$ cat config.mk
export PLATFORM = sky130hd
export DESIGN_NAME = toggle_hit_collector
export DESIGN_NICKNAME = d
export VERILOG_FILES = /design/src/rtl/toggle_hit_collector.sv
export SDC_FILE = /design/constraint.sdc
export NUM_CORES = 1
export LEC_CHECK = 0
export ABC_AREA = 1
export BUFFER_PORTS_ARGS = -buffer_cell sky130_fd_sc_hd__buf_2
export CAP_MARGIN = 15
export CORE_MARGIN = 2
export CORE_UTILIZATION = 49
export CTS_CLUSTER_DIAMETER = 40
export DETAILED_ROUTE_END_ITERATION = 12
export PLACE_DENSITY = 0.83
export REMOVE_ABC_BUFFERS = 1
export SYNTH_ARGS = -nofsm -noshare
export SYNTH_HDL_FRONTEND = slang
export SYNTH_SLANG_ARGS = --single-unit
$ cat constraint.sdc
create_clock -name gbl_clk -period 3.8 [get_ports gbl_clk]
set_clock_uncertainty 0.15 [all_clocks]
set_input_delay 0.19 -clock gbl_clk [delete_from_list [all_inputs] [get_ports gbl_clk]]
set_output_delay 0.19 -clock gbl_clk [all_outputs]
set_load 0.005 [all_outputs]
$ cat src/rtl/toggle_hit_collector.sv
// toggle_hit_collector
// Records the first hit of each toggle lane in a sticky bitmap, queues every
// new hit once and drains the queue lowest-lane-first as absolute cover
// indices over a valid/ready stream. Also counts the covered lanes and flags
// full coverage.
module toggle_hit_collector #(
  parameter int WIDTH       = 4,
  parameter int COVER_INDEX = 0,
  parameter int IDX_W       = 32
) (
  input  logic                       gbl_clk,
  input  logic                       reset,
  input  logic [WIDTH-1:0]           valid,
  input  logic                       en,
  input  logic                       clear,
  output logic                       out_valid,
  input  logic                       out_ready,
  output logic [IDX_W-1:0]           out_index,
  output logic [$clog2(WIDTH+1)-1:0] hit_count,
  output logic                       covered_all,
  output logic                       drained
);

  localparam int CNT_W  = $clog2(WIDTH + 1);
  localparam int LANE_W = (WIDTH > 1) ? $clog2(WIDTH) : 1;

  typedef enum logic [1:0] {
    IDLE    = 2'd0,
    PRESENT = 2'd1,
    DONE    = 2'd2
  } state_t;

  state_t              state;
  state_t              state_next;

  logic [WIDTH-1:0]    seen;
  logic [WIDTH-1:0]    pending;

  logic [WIDTH-1:0]    new_hits;
  logic [WIDTH-1:0]    cand;
  logic [WIDTH-1:0]    low_mask;
  logic [LANE_W-1:0]   low_lane;
  logic [CNT_W-1:0]    new_count;
  logic                load;
  logic                cand_any;

  // Hit capture, lowest-lane pick and popcount of freshly seen lanes.
  always_comb begin
    // NOTE: every variable gets a default before any branch so no latch is inferred.
    new_hits  = '0;
    low_mask  = '0;
    low_lane  = '0;
    new_count = '0;
    if (en && (state != DONE)) begin
      new_hits = valid & ~seen;
    end
    cand     = pending | new_hits;
    cand_any = |cand;
    load     = ~out_valid | out_ready;
    for (int i = 0; i < WIDTH; i++) begin
      if (cand[i] && (low_mask == '0)) begin
        low_mask[i] = 1'b1;
        low_lane    = LANE_W'(i);
      end
      new_count = new_count + CNT_W'(new_hits[i]);
    end
  end

  // Next-state decode: the FSM mirrors out_valid/pending/seen.
  always_comb begin
    state_next = state;
    unique case (state)
      IDLE: begin
        if (cand_any) state_next = PRESENT;
      end
      PRESENT: begin
        if (out_ready && !cand_any) begin
          state_next = (&seen) ? DONE : IDLE;
        end
      end
      DONE: begin
        state_next = DONE;
      end
      default: state_next = IDLE;
    endcase
  end

  // State register; reset and clear both return to IDLE.
  always_ff @(posedge gbl_clk) begin
    // NOTE: sequential state uses non-blocking assignments so all registers update together.
    if (!reset) begin
      state <= IDLE;
    end else if (clear) begin
      state <= IDLE;
    end else begin
      state <= state_next;
    end
  end

  // Bitmap, queue, output register and coverage counters.
  always_ff @(posedge gbl_clk) begin
    if (!reset || clear) begin
      seen        <= '0;
      pending     <= '0;
      out_valid   <= 1'b0;
      out_index   <= '0;
      hit_count   <= '0;
      covered_all <= 1'b0;
    end else begin
      seen        <= seen | new_hits;
      hit_count   <= hit_count + new_count;
      covered_all <= &(seen | new_hits);
      if (load) begin
        if (cand_any) begin
          out_valid <= 1'b1;
          out_index <= IDX_W'(COVER_INDEX) + IDX_W'(low_lane);
          pending   <= cand & ~low_mask;
        end else begin
          out_valid <= 1'b0;
        end
      end else begin
        // Presented index holds while the sink stalls; new hits wait in the queue.
        pending <= pending | new_hits;
      end
    end
  end

  assign drained = ~out_valid & (pending == '0);

endmodule

### Yosys cells after proc, flatten, opt, wreduce, memory -nomap -nowiden

Index checks and enable logic that the tools add are counted.

| cells by class | value |
|---|---|
| $add $sub $neg | 4 |
| eq/ne operators | 6 |
| muxes and demuxes | 15 |
| bitwise logic cells | 11 |
| reduce and logical (&&, ||, !) cells | 18 |

Operator list:

| operator | number |
|---|---|
| 4-bit two-way mux | 3 |
| 2-bit two-way mux | 5 |
| 4-bit AND | 2 |
| 4-bit inverter | 2 |
| 4-bit bitwise OR | 2 |
| 4-bit AND reduction | 2 |
| 1-bit two-way mux | 6 |
| 2-bit != test (second input constant) | 3 |
| 2-bit case mux with 3 select lines | 1 |
| 1-bit logical AND | 5 |
| 2-bit logical NOT | 2 |
| 4-bit logical NOT | 1 |
| 2-bit AND reduction | 2 |
| 4-bit OR reduction | 1 |
| 2-bit by 1-bit adder with 3-bit output | 1 |
| 3-bit by 1-bit adder with 3-bit output | 1 |
| 3-bit adder | 1 |
| 3-bit logical NOT | 1 |
| 1-bit inverter | 3 |
| 1-bit by 1-bit adder with 2-bit output | 1 |
| 2-bit by 1-bit equality test with 1-bit output (second input constant) | 1 |
| 2-bit equality test (second input constant) | 1 |
| 1-bit logical NOT | 2 |
| 2-bit by 1-bit != test with 1-bit output (second input constant) | 1 |
| 4 further kinds | 4 |

| storage, ports and cells | value |
|---|---|
| flip-flop bits (word level) | 17 |
| bits of input ports | 9 |
| logic and storage cells | 61 |

### Depth between registers and ports, before layout

| depth | value |
|---|---|
| depth after elaboration | 18 |
| mapped depth | 10 |
| mapped depth without buffers | 10 |

### Worst setup path after synthesis

Ideal clock, no wire load.

| timing | value |
|---|---|
| kind | register -> register |
| from | register state[0] |
| to | register hit_count[1] |
| setup time | 0.067 ns |
| arrival | 1.996 ns |
| required time | 3.583 ns |
| setup slack | 1.587 ns |
| stages on the path, launching flop included | 10 |
| buffers on the path | 0 |
| cells stage by stage | dfxtp_1 > inv_2 > nand2_2 > nand3_1 > inv_1 > fa_1 > fa_1 > inv_1 > fa_1 > nor2_1 |

| on the way | value |
|---|---|
| longest elaborated chain between the ends | 7 |

Ends and longest elaborated chain:

| what | line | source |
|---|---|---|
| start, declared | 33 | `state_t state;` |
| start signal, assigned | 96 | `state <= state_next;` |
| 2-bit != test (*) | 54 | `if (en && (state != DONE)) begin` |
| 1-bit logical AND (*) | 54 |  |
| 4-bit two-way mux (*) | 54 |  |
| 1-bit by 1-bit adder with 2-bit output | 65 | `new_count = new_count + CNT_W'(new_hits[i]);` |
| 2-bit by 1-bit adder with 3-bit output | 65 |  |
| 3-bit by 1-bit adder with 3-bit output (*) | 65 |  |
| 3-bit adder (*) | 111 | `hit_count <= hit_count + new_count;` |
| end signal, assigned | 111 |  |
| end, declared | 19 | `output logic [$clog2(WIDTH+1)-1:0] hit_count,` |

Mark *: on every way between the ends. The rest lies on a longest branch, timed or not.
A chain may end at the register's enable or synchronous reset.

### Final worst setup path

| timing | value |
|---|---|
| from | register state[1] |
| to | register hit_count[1] |

The elaborated chain is that of the path after synthesis.

==> results by group <==
Floorplan
  • Chip width: 50.1 um
  • Die span in y: 50.1 um
  • Die Footprint: 0.00251 mm2
  • FP Rows: 16
  • Initial Util: 0.527
  • Core Box Area: 0.00198 mm2
  • I/O Pins: 47

Synth
  • Synthesized area: 0.00104 mm2
  • Synth Register Bits: 17
  • Yosys cell types: 22
  • Mapped Cells: 138
  • Synth Flop Type: dfxtp_1
  • Post-synth EDFFs: 0
  • Ys Warns: 0
  • Syn Area/Cell: 7.56 um2
  • Sequential share of the synthesized area: 0.326
  • Async SR Flop Fraction: 0

Setup path
  • Worst reg2reg setup slack: 1.45 ns
  • Startpoint types: register
  • Crit path capture type: register
  • WP buf/inv: 2
  • Crit-path slowest cell: fa_1
  • Crit path top cell by count: fa_1
  • Worst EP required: 3.88 ns
  • Crit path max-delay family: adder cells
  • WS Path Type: register to register
  • Critical-path cell list: nand2_2, nand3_1, inv_1, fa_1, fa_1, inv_1, fa_1, nor2_1
  • Critical Path Max Stage Delay: 0.47 ns
  • Crit-path max FO: 5
  • Worst EP arrival: 2.44 ns

Pwr
  • Pwr per Cell Area: 334 mW/mm2
  • Leak: 0.573 nW
  • Peak VDD IR: 0.266 mV

STA
  • Max Fclk: 425 MHz
  • Final setup violation count: 0
  • Hold Violations, Final: 0
  • Slew Viols, Final: 0
  • Final min period: 2.35 ns
  • Setup TNS Final: 0 ns
  • Final period utilization: 0.620
  • RSZ-0062 raised after global routing: no

Global route
  • Antenna violations before repair: 0
  • Tot GR Track Use: 0.152
  • First-pass GRT wire length: 2.89 mm
  • Global route total overflow: 0
  • Vias in the first global route: 727
  • Pin count of the biggest net entering global routing: 14

Clocking
  • Worst-Skew Late Latency: 0.29 ns
  • # clock sinks: 17
  • Clock Tree Buf Depth: 2
  • Setup Fix Bufs, Post-CTS: 0
  • Clk slew on worst S/H paths: 0.10 ns
  • Hold-fix buffers, CTS: 0
  • Post-CTS resize count: 0
  • Clock root buffer: clkbuf_4
  • CTS tree: built
  • H-Tree Depth: 1
  • Cts bufs inserted: 3

Drt
  • Routed Antenna Nets: 0
  • Vias per cell: 4.28
  • Initial DRT Pass Iterations: 4
  • Avg WL per Cell: 9.25 um
  • DRC: 0
  • DR vias: 783
  • WL final: 1.69 mm
  • Initial DRC count: 9

Placed design
  • HPWL after detailed placement: 1.45 mm
  • IO buf count: 16
  • Inst Count DP: 179
  • Final GP Congestion: 0.891

Final layout
  • Layout Nets: 169
  • FF+latch area: 340 um2
  • # diodes: 0
  • Multi-input logic area: 485 um2
  • Fill count: 209
  • Layout Cells excl Fill: 183
  • Share of layout cells above drive strength 1: 0.224
  • Area grow syn2layout: 2.04%
  • Utilization after layout: 0.537

Outcome
  • Status: completed

Flow run
  • Max cap viols: 0

Worst hold path
  • Tightest Hold Check Type: primary input to register
state kept, by name (all words and copies together) (netlist names):
register / cells
hit_count: 3
out_index: 2
state: 2
out_valid: 1
pending: 4
covered_all: 1
seen: 4
cells in the mapped netlist (2+ instances only):
master   number  share of area
a21oi_1       6          0.029
buf_4        30           0.22
dfxtp_1      17           0.33
fa_1          3          0.058
inv_1        24          0.086
inv_2         2         0.0072
nand2_1      12          0.043
nand2_2       6          0.036
nand3_1       6          0.029
nand3_2       2          0.019
nor2_1       16          0.058
nor2_2        2          0.012
nor3_1        3          0.014
routing by layer:
layer / vias to the layer above / routed length (um) / global-route usage
met3: 9 / 179 / 0.0298
met5: - / 0 / 0
met4: 0 / 74 / 0.111
met2: 48 / 781 / 0.243
met1: 338 / 657 / 0.181
li1: 388 / - / -
through the flow:
stage                     area, um2  hold WS, ns  setup WS, ns  power [W]
after floorplan                 923        0.218          1.59   0.000244
after global placement         1040        0.300          1.53   0.000261
after detailed placement       1040        0.306          1.46   0.000264
after CTS                      1060       0.0149          1.43   0.000360
after global routing           1060       0.0497          1.26   0.000380
final                          1060       0.0213          1.45   0.000355
final cells by class:
| class | count | share of cell area |
|---|---|---|
| Clock buffer | 3 | 0.0212 |
| Clock inverter | 1 | 0.00470 |
| Inverter | 26 | 0.0917 |
| Multi-Input combinational cell | 93 | 0.456 |
| Sequential cell | 17 | 0.320 |
| Tap cell | 27 | 0.0317 |
| Timing Repair Buffer | 16 | 0.0752 |
cell usage in the layout, fill, tap and decap left out, types with 2 or more instances in the layout:
| master | netlist | layout |
|---|---|---|
| nor2_1 | 16 | 16 |
| inv_2 | 2 | 2 |
| nand3_2 | 2 | 2 |
| inv_1 | 24 | 24 |
| clkbuf_4 | 0 | 3 |
| a21oi_1 | 6 | 6 |
| nand2_2 | 6 | 6 |
| conb_1 | 1 | 30 |
| nand3_1 | 6 | 6 |
| buf_2 | 0 | 16 |
| dfxtp_1 | 17 | 17 |
| fa_1 | 3 | 3 |
| nor2_2 | 2 | 2 |
| nor3_1 | 3 | 3 |
| nand2_1 | 12 | 12 |
cell families (layout without fill, tap and decap cells):
group,Yosys count,in the layout,share of synthesized area
buffers and inverters,57,46,0.313
AND/OR/NAND/NOR,50,50,0.242
flip-flops,17,17,0.326
AO/OA/AOI/OAI,9,9,0.0492
adder cells (fa/ha/maj),3,3,0.0576
other,1,30,0.00359
XOR/XNOR,1,1,0.00839
worst min-delay path, stage by stage:
cell and delay (ns):
buf_2 0.08, nor2_1 0.06, nand2_1 0.07, nor2_1 0.03
power breakdown:
group	total (W)	switching (W)	internal (W)
clock network	0.0000961	0.0000568	0.0000392
registers	0.000190	0.00000438	0.000185
logic	0.0000694	0.0000450	0.0000244
worst paths after layout:
kind                                    from           end  cells after the start
worst max-delay path                state[1]  hit_count[1]                      8
worst max register to register      state[1]  hit_count[1]                      8
worst min-delay path                   clear    pending[0]                      4
worst min register to register  out_index[1]  out_index[1]                      2
Power figures use the tool's default switching activity.
